===== src/rtl/axi_dma_wr_pkg.sv =====
// Shared types and AXI constants for the single-channel AXI write DMA.
package axi_dma_wr_pkg;

    typedef enum logic [2:0] {
        ST_IDLE,
        ST_ADDR,
        ST_DATA,
        ST_RESP,
        ST_DRAIN
    } state_t;

    localparam logic [1:0] AXI_BURST_INCR  = 2'b01;
    localparam logic [1:0] AXI_RESP_OKAY   = 2'b00;
    localparam logic [1:0] AXI_RESP_SLVERR = 2'b10;
    localparam logic [1:0] AXI_RESP_DECERR = 2'b11;

    localparam logic [3:0] AXI_CACHE_DEFAULT = 4'b0011;

    localparam int unsigned BOUNDARY_4K = 4096;

endpackage


===== src/rtl/axi_dma_wr_burst_calc.sv =====
// Combinational burst sizing: min(remaining words, max burst, words left before the 4 KB boundary).
module axi_dma_wr_burst_calc
    import axi_dma_wr_pkg::*;
#(
    parameter int unsigned AXI_STRB_WIDTH    = 4,
    parameter int unsigned AXI_MAX_BURST_LEN = 16,
    parameter int unsigned LEN_WIDTH         = 9
) (
    input  logic [11:0]          addr_low,
    input  logic [LEN_WIDTH-1:0] remaining,
    output logic [8:0]           beats
);

    localparam int unsigned OFF = $clog2(AXI_STRB_WIDTH);

    logic [12:0] to_4k_bytes;
    logic [31:0] to_4k_words;
    logic [31:0] pick;

    always_comb begin
        // addr is word-aligned, so the byte distance divides exactly
        to_4k_bytes = 13'(BOUNDARY_4K) - {1'b0, addr_low};
        to_4k_words = 32'(to_4k_bytes >> OFF);
        pick        = 32'(remaining);
        if (32'(AXI_MAX_BURST_LEN) < pick) begin
            pick = 32'(AXI_MAX_BURST_LEN);
        end
        if (to_4k_words < pick) begin
            pick = to_4k_words;
        end
        beats = 9'(pick);
    end

endmodule


===== src/rtl/axi_dma_wr_simple.sv =====
// Single-channel AXI4 write DMA: one descriptor + one AXI-stream frame -> INCR bursts, one burst outstanding.
module axi_dma_wr_simple
    import axi_dma_wr_pkg::*;
#(
    parameter int unsigned AXI_DATA_WIDTH    = 32,
    parameter int unsigned AXI_ADDR_WIDTH    = 32,
    parameter int unsigned AXI_STRB_WIDTH    = AXI_DATA_WIDTH / 8,
    parameter int unsigned AXI_ID_WIDTH      = 8,
    parameter int unsigned AXI_MAX_BURST_LEN = 16,
    parameter int unsigned LEN_WIDTH         = 9
) (
    input  logic                      clk,
    input  logic                      rst,

    input  logic [AXI_ADDR_WIDTH-1:0] s_axis_write_desc_addr,
    input  logic [LEN_WIDTH-1:0]      s_axis_write_desc_len,
    input  logic                      s_axis_write_desc_valid,
    output logic                      s_axis_write_desc_ready,

    output logic                      m_axis_write_desc_status_valid,
    output logic [LEN_WIDTH-1:0]      m_axis_write_desc_status_len,
    output logic [1:0]                m_axis_write_desc_status_error,

    input  logic [AXI_DATA_WIDTH-1:0] s_axis_write_data_tdata,
    input  logic                      s_axis_write_data_tvalid,
    output logic                      s_axis_write_data_tready,
    input  logic                      s_axis_write_data_tlast,

    output logic [AXI_ID_WIDTH-1:0]   m_axi_awid,
    output logic [AXI_ADDR_WIDTH-1:0] m_axi_awaddr,
    output logic [7:0]                m_axi_awlen,
    output logic [2:0]                m_axi_awsize,
    output logic [1:0]                m_axi_awburst,
    output logic                      m_axi_awlock,
    output logic [3:0]                m_axi_awcache,
    output logic [2:0]                m_axi_awprot,
    output logic                      m_axi_awvalid,
    input  logic                      m_axi_awready,

    output logic [AXI_DATA_WIDTH-1:0] m_axi_wdata,
    output logic [AXI_STRB_WIDTH-1:0] m_axi_wstrb,
    output logic                      m_axi_wlast,
    output logic                      m_axi_wvalid,
    input  logic                      m_axi_wready,

    input  logic [AXI_ID_WIDTH-1:0]   m_axi_bid,
    input  logic [1:0]                m_axi_bresp,
    input  logic                      m_axi_bvalid,
    output logic                      m_axi_bready
);

    localparam int unsigned OFF = $clog2(AXI_STRB_WIDTH);
    localparam logic [AXI_ADDR_WIDTH-1:0] ADDR_LOW_MASK = AXI_ADDR_WIDTH'(AXI_STRB_WIDTH - 1);

    state_t state, state_next;

    logic [AXI_ADDR_WIDTH-1:0] addr_reg;
    logic [LEN_WIDTH-1:0]      len_reg;
    logic [LEN_WIDTH-1:0]      words_aw;
    logic [LEN_WIDTH-1:0]      words_w;
    logic [LEN_WIDTH-1:0]      bytes;
    logic [AXI_STRB_WIDTH-1:0] last_strb;
    logic [8:0]                burst_beats;
    logic [8:0]                beat_cnt;
    logic [8:0]                calc_beats;
    logic                      tlast_seen;
    logic [1:0]                err;
    logic                      desc_ready_reg;
    logic                      status_valid_reg;
    logic [LEN_WIDTH-1:0]      status_len_reg;
    logic [1:0]                status_err_reg;

    logic                      desc_hs;
    logic                      w_hs;
    logic                      t_hs;
    logic                      status_fire;
    logic [LEN_WIDTH-1:0]      words_in;
    logic [LEN_WIDTH:0]        words_sum;
    logic [AXI_STRB_WIDTH-1:0] strb_in;
    logic [LEN_WIDTH:0]        bytes_sum;
    logic [LEN_WIDTH-1:0]      bytes_next;
    logic [1:0]                err_next;
    logic                      unused_bits;

    function automatic int unsigned popcount(input logic [AXI_STRB_WIDTH-1:0] v);
        int unsigned n;
        n = 0;
        for (int unsigned i = 0; i < AXI_STRB_WIDTH; i++) begin
            n = n + 32'(v[i]);
        end
        return n;
    endfunction

    axi_dma_wr_burst_calc #(
        .AXI_STRB_WIDTH    (AXI_STRB_WIDTH),
        .AXI_MAX_BURST_LEN (AXI_MAX_BURST_LEN),
        .LEN_WIDTH         (LEN_WIDTH)
    ) u_burst_calc (
        .addr_low  (addr_reg[11:0]),
        .remaining (words_aw),
        .beats     (calc_beats)
    );

    assign unused_bits = ^m_axi_bid;

    assign m_axi_awid     = '0;
    assign m_axi_awaddr   = addr_reg;
    assign m_axi_awsize   = 3'(OFF);
    assign m_axi_awburst  = AXI_BURST_INCR;
    assign m_axi_awlock   = 1'b0;
    assign m_axi_awcache  = AXI_CACHE_DEFAULT;
    assign m_axi_awprot   = '0;

    assign s_axis_write_desc_ready        = desc_ready_reg;
    assign m_axis_write_desc_status_valid = status_valid_reg;
    assign m_axis_write_desc_status_len   = status_len_reg;
    assign m_axis_write_desc_status_error = status_err_reg;

    always_comb begin
        words_sum = {1'b0, s_axis_write_desc_len} + (LEN_WIDTH + 1)'(AXI_STRB_WIDTH - 1);
        words_in  = LEN_WIDTH'(words_sum >> OFF);
        strb_in   = '1;
        if (s_axis_write_desc_len[OFF-1:0] != '0) begin
            strb_in = ~(strb_in << s_axis_write_desc_len[OFF-1:0]);
        end
    end

    always_comb begin
        state_next               = state;
        m_axi_awvalid            = 1'b0;
        m_axi_awlen              = '0;
        m_axi_wvalid             = 1'b0;
        m_axi_wdata              = '0;
        m_axi_wstrb              = '0;
        m_axi_wlast              = 1'b0;
        m_axi_bready             = 1'b0;
        s_axis_write_data_tready = 1'b0;
        status_fire              = 1'b0;
        desc_hs                  = 1'b0;
        err_next                 = err;

        case (state)
            ST_IDLE: begin
                err_next = '0;
                desc_hs  = s_axis_write_desc_valid && desc_ready_reg;
                if (desc_hs) begin
                    if (s_axis_write_desc_len == '0) begin
                        status_fire = 1'b1;
                    end else begin
                        state_next = ST_ADDR;
                    end
                end
            end
            ST_ADDR: begin
                m_axi_awvalid = 1'b1;
                m_axi_awlen   = 8'(calc_beats - 9'd1);
                if (m_axi_awready) begin
                    state_next = ST_DATA;
                end
            end
            ST_DATA: begin
                m_axi_wlast = (beat_cnt == burst_beats - 9'd1);
                // after an early tlast the burst is finished with zero-strobe pad beats
                if (tlast_seen) begin
                    m_axi_wvalid = 1'b1;
                end else begin
                    m_axi_wvalid             = s_axis_write_data_tvalid;
                    s_axis_write_data_tready = m_axi_wready;
                    m_axi_wdata              = s_axis_write_data_tdata;
                    m_axi_wstrb              = (words_w == LEN_WIDTH'(1)) ? last_strb : '1;
                end
                if (m_axi_wvalid && m_axi_wready && m_axi_wlast) begin
                    state_next = ST_RESP;
                end
            end
            ST_RESP: begin
                m_axi_bready = 1'b1;
                if (m_axi_bvalid) begin
                    err_next = {err[1], err[0] | (m_axi_bresp != AXI_RESP_OKAY)};
                    if (tlast_seen) begin
                        state_next  = ST_IDLE;
                        status_fire = 1'b1;
                    end else if (words_aw != '0) begin
                        state_next = ST_ADDR;
                    end else begin
                        state_next = ST_DRAIN;
                    end
                end
            end
            ST_DRAIN: begin
                s_axis_write_data_tready = 1'b1;
                if (s_axis_write_data_tvalid && s_axis_write_data_tlast) begin
                    state_next  = ST_IDLE;
                    status_fire = 1'b1;
                end
            end
            default: state_next = ST_IDLE;
        endcase
    end

    assign w_hs = m_axi_wvalid && m_axi_wready;
    assign t_hs = s_axis_write_data_tvalid && s_axis_write_data_tready;

    always_comb begin
        bytes_sum  = {1'b0, bytes} + (LEN_WIDTH + 1)'(popcount(m_axi_wstrb));
        bytes_next = (bytes_sum > {1'b0, len_reg}) ? len_reg : bytes_sum[LEN_WIDTH-1:0];
    end

    always_ff @(posedge clk or posedge rst) begin
        if (rst) begin
            state            <= ST_IDLE;
            addr_reg         <= '0;
            len_reg          <= '0;
            words_aw         <= '0;
            words_w          <= '0;
            bytes            <= '0;
            last_strb        <= '0;
            burst_beats      <= '0;
            beat_cnt         <= '0;
            tlast_seen       <= 1'b0;
            err              <= '0;
            desc_ready_reg   <= 1'b0;
            status_valid_reg <= 1'b0;
            status_len_reg   <= '0;
            status_err_reg   <= '0;
        end else begin
            state            <= state_next;
            desc_ready_reg   <= (state_next == ST_IDLE);
            status_valid_reg <= status_fire;
            if (status_fire) begin
                status_len_reg <= (state == ST_IDLE) ? '0 : bytes;
                status_err_reg <= err_next;
            end

            case (state)
                ST_IDLE: begin
                    if (desc_hs) begin
                        addr_reg   <= s_axis_write_desc_addr & ~ADDR_LOW_MASK;
                        len_reg    <= s_axis_write_desc_len;
                        words_aw   <= words_in;
                        words_w    <= words_in;
                        last_strb  <= strb_in;
                        bytes      <= '0;
                        tlast_seen <= 1'b0;
                        err        <= '0;
                    end
                end
                ST_ADDR: begin
                    if (m_axi_awready) begin
                        burst_beats <= calc_beats;
                        beat_cnt    <= '0;
                        words_aw    <= words_aw - LEN_WIDTH'(calc_beats);
                    end
                end
                ST_DATA: begin
                    if (w_hs) begin
                        beat_cnt <= beat_cnt + 9'd1;
                        bytes    <= bytes_next;
                        if (!tlast_seen) begin
                            words_w <= words_w - LEN_WIDTH'(1);
                        end
                    end
                    if (t_hs && s_axis_write_data_tlast) begin
                        tlast_seen <= 1'b1;
                        if (words_w != LEN_WIDTH'(1)) begin
                            err[1] <= 1'b1;
                        end
                    end
                end
                ST_RESP: begin
                    if (m_axi_bvalid) begin
                        err      <= err_next;
                        addr_reg <= addr_reg + (AXI_ADDR_WIDTH'(burst_beats) << OFF);
                    end
                end
                default: ;
            endcase
        end
    end

endmodule


===== config.mk =====
export PLATFORM = sky130hd
export DESIGN_NAME = axi_dma_wr_simple
export DESIGN_NICKNAME = d
export VERILOG_FILES = /design/src/rtl/axi_dma_wr_pkg.sv /design/src/rtl/axi_dma_wr_burst_calc.sv /design/src/rtl/axi_dma_wr_simple.sv
export SDC_FILE = /design/constraint.sdc
export NUM_CORES = 1
export LEC_CHECK = 0
export CORE_MARGIN = 2
export CORE_UTILIZATION = 35
export CTS_CLUSTER_DIAMETER = 50
export DETAILED_ROUTE_END_ITERATION = 8
export PLACE_DENSITY = 0.63
export SLEW_MARGIN = 20
export SYNTH_ARGS = -nofsm -noshare
export SYNTH_HDL_FRONTEND = slang
export SYNTH_HIERARCHICAL = 1
export SYNTH_SLANG_ARGS = --single-unit

===== constraint.sdc =====
create_clock -name clk -period 12.4 [get_ports clk]
set_input_delay 2.48 -clock clk [delete_from_list [all_inputs] [get_ports clk]]
set_output_delay 2.48 -clock clk [all_outputs]
set_load 0.005 [all_outputs]

* After elaboration in Yosys (flattened, before gate mapping)
Cells that the tools add are included.
** Storage, ports and cells
- Output and inout port bits :: 115
- Bits of input ports :: 91
- Word-level logic and storage cells :: 136
- Flip-flop bits (word level) :: 109
** Operators by class
- Bitwise operators :: 2
- Muxes and demuxes :: 61
- Eq/ne operators :: 14
- Add/sub/neg operators :: 12
- Order comparisons :: 3
- Shift-type cells :: 1
- Reduce and logical (&&, ||, !) cells :: 27
** Operators by type and width (count)
- $mux W32 :: 4
- $mux W9 :: 12
- $pmux W9 S2 :: 4
- $pmux W32 S2 :: 1
- $add A32 B11 Y32 :: 1
- $mux W3 :: 8
- $mux W1 :: 18
- $sub A9 B1 Y9 const B :: 2
- $mux W4 :: 4
- $pmux W3 S5 :: 1
- $reduce_and A3 Y1 :: 5
- $ne A2 B2 Y1 const B :: 7
- $sub A13 B12 Y13 const A :: 1
- $reduce_bool A2 Y1 :: 6
- $lt A11 B9 Y1 :: 1
- $add A9 B2 Y10 const B :: 1
- $add A9 B4 Y10 :: 1
- $gt A10 B9 Y1 :: 1
- $add A9 B1 Y9 const B :: 1
- $eq A9 B1 Y1 const B :: 1
- $eq A9 B9 Y1 :: 1
- $logic_not A9 Y1 :: 1
- $lt A5 B9 Y1 const A :: 1
- $ne A9 B1 Y1 const B :: 1
- other kinds (23) :: 36

* Longest topological paths before layout
- Depth in word-level cells :: 12
- Depth in mapped cells :: 21
- Mapped depth without buffers :: 20

* Modules after synthesis
The synthesis kept the hierarchy.
** Modules (own cells, without submodules)
- axi_dma_wr_simple :: instances 1, area each 7567.3 µm², seq. area each 2677.6 µm², cells each 898
- axi_dma_wr_burst_calc :: instances 1, area each 464.2 µm², seq. area each 0.0 µm², cells each 57

* Least setup slack after synthesis
OpenSTA, ideal clock, no wires.
- Path kind :: reg-to-output
- From :: register addr_reg[3], in the netlist m_axi_awaddr[3]
- To :: output m_axi_awlen[4]
- Path buffers :: 0
- Cell stages (with the launch flop) :: 15
- Slack :: 5.778 ns
- Required time :: 9.920 ns
- Arrival :: 4.142 ns
- Path through :: dfrtp_1 or4_4 or4_4 xor2_1 ha_1 and3_1 a221o_1 a2111o_1 a31oi_4 mux2i_1 inv_1 ha_1 nand3_1 xnor2_1 nor2_1
** Between the ends
- Longest elaborated chain between the ends :: 5
** RTL lines
- from (decl) :: RTL line axi_dma_wr_simple.sv:57 : logic [AXI_ADDR_WIDTH-1:0] addr_reg;
- from (signal assigned) :: RTL line axi_dma_wr_simple.sv:238 : addr_reg <= s_axis_write_desc_addr & ~ADDR_LOW_MASK;
- from (signal assigned) :: RTL line axi_dma_wr_simple.sv:273 : addr_reg <= addr_reg + (AXI_ADDR_WIDTH'(burst_beats) << OFF);
- $sub A13 B12 Y13 (*) :: RTL line axi_dma_wr_burst_calc.sv:22 : to_4k_bytes = 13'(BOUNDARY_4K) - {1'b0, addr_low};
- $lt A11 B9 Y1 :: RTL line axi_dma_wr_burst_calc.sv:28 : if (to_4k_words < pick) begin
- $mux W9 (*) :: RTL line axi_dma_wr_burst_calc.sv:28
- net calc_beats[1] :: RTL line axi_dma_wr_simple.sv:65 : logic [8:0] calc_beats;
- $sub A8 B1 Y8 (*) :: RTL line axi_dma_wr_simple.sv:156 : m_axi_awlen = 8'(calc_beats - 9'd1);
- $mux W8 (*) :: RTL line axi_dma_wr_simple.sv:142 : case (state)
- to (decl) :: RTL line axi_dma_wr_simple.sv:31 : output logic [7:0] m_axi_awlen,
Mark *: on every way through the listed nets, which the timed path passes. The rest lies on a longest branch.

* Final worst setup path
- From :: register addr_reg[3], in the netlist m_axi_awaddr[3]
- To :: output m_axi_awlen[4]
** Between the ends
- Longest elaborated chain between the ends :: 5
** RTL lines (RTL line)
- $sub A13 B12 Y13 :: axi_dma_wr_burst_calc.sv:22
- $lt A11 B9 Y1 :: axi_dma_wr_burst_calc.sv:28
- $mux W9 :: axi_dma_wr_burst_calc.sv:28
- net calc_beats[0] :: axi_dma_wr_simple.sv:65
- $sub A8 B1 Y8 :: axi_dma_wr_simple.sv:156
- $mux W8 :: axi_dma_wr_simple.sv:142
The timed path passes the listed nets, and every way through them passes these cells.

==> reports/metrics.csv <==
stage,metric,value,unit
detailed_routing,met3 routed WL,1.14,mm
detailed_routing,met2 WL,11.2,mm
timing,setup TNS,0,ns
critical_path,Worst R2R Setup Slack,6.81,ns
synthesis,Synth Cell Area,8030,sq um
grt,remaining global-route overflow,0,
pwr,Power Density,239,nW/um^2
detailed_routing,highest routed layer,met4,
timing,Final Hold Fails,0,
critical_path,Crit path depth,15,
detailed_routing,wire length on met1,11.1,mm
detailed_routing,Routed Antenna Nets,0,
synthesis,Seq cells post-synth,107,
finish,number of flip-flops in the largest register,30,
synthesis,Gate Count Post-Synth,955,
placement,Port Buffers,172,
clock_network,Max Root-Sink Buffers,2,
clock_network,Worst-path clk slew,0.08,ns
finish,Fill cells,2239,
synthesis,sequential share of the synthesized area,33.3,%
pwr,Peak VDD IR,0.000145,V
timing,Worst-Margin Slew,1.11,ns
floorplan,Chip Width,155,microns
finish,"leading cell types in the layout, fill and taps excluded","clkdlybuf4s50_1, dfrtp_1, nand2_1",
floorplan,DIE AREA,24200,sq um
timing,Slew HR,26.0,%
floorplan,I/O pin count,206,
critical_path,Worst Setup End Kind,primary output,
floorplan,core area,22600,sq um
clock_network,Post-CTS Setup Repair Bufs,0,
finish,fin nets,1252,
floorplan,row count,55,
clock_network,clock root cell,clkbuf_16,
clock_network,clock sink count,107,
detailed_routing,DR vias/cell,5.30,
synthesis,ys flop type,dfrtp_1,
synthesis,asr flop ratio synth,100,%
detailed_routing,Final Routed Wirelength,23.8,mm
critical_path,CP Data Arrival Time,5.47,ns
grt,GRT Resource Usage Total,19.3,%
detailed_routing,Vias,7443,
synthesis,yosys warns,6,
finish,final std cells w/o fill,1404,
timing,fin crit share,64.1,%
finish,Reg area,2680,sq um
grt,first-pass GRT wire length,37.5,mm
timing,fmax,126,MHz
clock_network,Num CTS Buffers,9,
placement,Post-Place Setup Slack,4.82,ns
grt,initial antenna violation count,0,
timing,worst hold margin,0.479,ns
critical_path,crit path buf inv count,2,
grt,vias in the first global route,7024,
detailed_routing,Routed wire per std cell,16.9,microns
synthesis,average cell area after synthesis,8.41,sq um
placement,dpl cells,1388,
placement,RD Place Congestion,0.841,
finish,"most common cell after layout, fill and taps aside",clkdlybuf4s50_1,
critical_path,Worst Path Required,9.92,ns
critical_path,highest-delay cell along the critical path,or4_4,
pwr,leak pwr,4.31,nW
timing,clock skew,0.0112,ns
worst_hold_path,Hold Crit Depth,1,
timing,number of setup violations in the final report,0,
finish,Multi-input gate area,4920,sq um
finish,antenna cells,0,
run,Max-Cap Viols,0,
critical_path,Reg2Reg Depth,17,
detailed_routing,DRT iter0 DRCs,385,
floorplan,Starting Density,35.6,%
detailed_routing,DRT Pass-1 Iters,7,
status,status,"finished, final reports clean",
placement,post-DP HPWL,17.5,mm
clock_network,Post-CTS Resized,0,
synthesis,Post-synth EDFFs,0,
critical_path,Setup crit start kind,flip-flop,
critical_path,CP max FO,9,
floorplan,die height,155,microns
critical_path,critical path cell sequence,or4_4 > or4_4 > xor2_1 > ha_1 > and3_1 > a221o_1 > a2111o_1 > a31oi_4 > mux2i_1 > inv_1 > ha_1 > nand3_1 > xnor2_1 > nor2_1 > clkdlybuf4s50_1,
synthesis,Cell variety after synth,79,
critical_path,critical path's top delay family,simple AND/OR/NAND/NOR gates,
clock_network,CTS tree,yes,
critical_path,Crit Path Class,reg -> out,
detailed_routing,DRC violations left,0,
finish,Syn-to-layout area delta,27.2,%
worst_hold_path,HP Class,reg -> reg,
critical_path,delay of the slowest cell on the worst path,0.58,ns
timing,Slew Limit Fails,0,
clock_network,hold_buf cts,0,
clock_network,htree depth,3,
clock_network,"Clk Latency, worst-skew pair",0.35,ns
grt,largest net degree at the start of global routing,81,
timing,final setup margin,4.45,ns
timing,unrepaired setup endpoints after global routing,false,
finish,share of cells above drive strength 1,5.09,%
timing,Final min period,7.95,ns
## routing by layer
metal	global-route usage, %	vias to the layer above
li1	-	3640
met1	26.8	3595
met2	30.5	180
met3	4.15	28
met4	5.37	0
met5	0	-
## final timing paths
check                                                     to             from
hold / removal                                  last_strb[0]     last_strb[0]
setup / recovery                              m_axi_awlen[4]  m_axi_awaddr[3]
setup reg to reg                                    bytes[0]         state[0]
min in group asynchronous  m_axis_write_desc_status_error[0]              rst
hold reg to reg                                 last_strb[0]     last_strb[0]
max in group asynchronous                        words_aw[2]              rst
## power breakdown
| part | internal [mW] | switching, mW |
|---|---|---|
| Clock | 0.147 | 0.134 |
| Combinational | 0.710 | 0.790 |
| Sequential | 0.481 | 0.176 |
## Yosys cell counts (all sizes together), types with 4 or more instances
master  number  area [sq um]
buf         40           267
o211ai       8          60.1
and4         4          35.0
nand2      107           407
or4          6          56.3
mux2i       11           110
nor4        12          75.1
or3          9          61.3
nor2        97           379
nand3b       9          67.6
nand3       34           170
nand4       17           106
nor3b        6          56.3
clkbuf      21          78.8
o31ai        5          37.5
xnor2       40           350
o21ai       53           284
xor2        22           193
a21oi       33           169
nand2b       5          31.3
fa           5           100
o311ai       6          52.6
mux2        11           124
a311oi       7          61.3
a21o         6          45.0
and3        11          70.1
nor3        26           130
a211oi      13          97.6
a31oi       15           109
a221o        4          40.0
o21a        10          75.1
o22ai        6          37.5
inv         53           199
ha          42           526
nor2b       12          75.1
and2        43           269
dfrtp      107          2680
## cells by family (layout without fill, tap and decap cells)
group | count (synthesis) | after routing | share of synthesized area, %
AND/OR/NAND/NOR | 405 | 405 | 25.6
AO/OA/AOI/OAI | 195 | 195 | 16.7
buffers and inverters | 114 | 248 | 6.78
flip-flops | 107 | 107 | 33.3
XOR/XNOR | 62 | 62 | 6.76
adder cells (fa/ha/maj) | 47 | 47 | 7.79
multiplexers | 22 | 22 | 2.91
other | 3 | 33 | 0.140
## worst register-to-register path, stage by stage (launching register included)
cell	delay (ns)
dfrtp_1	0.52
or3b_1	0.69
nor2_1	0.19
buf_4	0.31
o21ai_0	0.25
fa_1	0.50
inv_1	0.08
fa_1	0.19
inv_1	0.06
fa_1	0.51
nor4_1	0.36
xor2_1	0.14
ha_1	0.22
a211o_1	0.27
a31o_2	0.22
o21ai_2	0.56
mux2i_1	0.28
o21ai_0	0.10
## stage by stage
step	power, mW	instance area, sq um	utilization [%]
2_1_floorplan	1.64	8140	-
3_3_place_gp	2.13	9930	44.0
3_5_place_dp	2.15	9930	44.0
4_1_cts	2.45	10200	45.2
5_1_grt	2.66	10200	45.3
6_report	2.44	10200	45.3
## area by class of cell
type / instances / area share [%]
timing repair buffer: 179 / 17.4
clock buffer: 12 / 2.51
sequential: 107 / 26.2
multi-input combinational: 764 / 48.2
clock inverter: 4 / 0.233
inverter: 53 / 1.97
tap: 285 / 3.49
(Power assumes the default switching activity.)
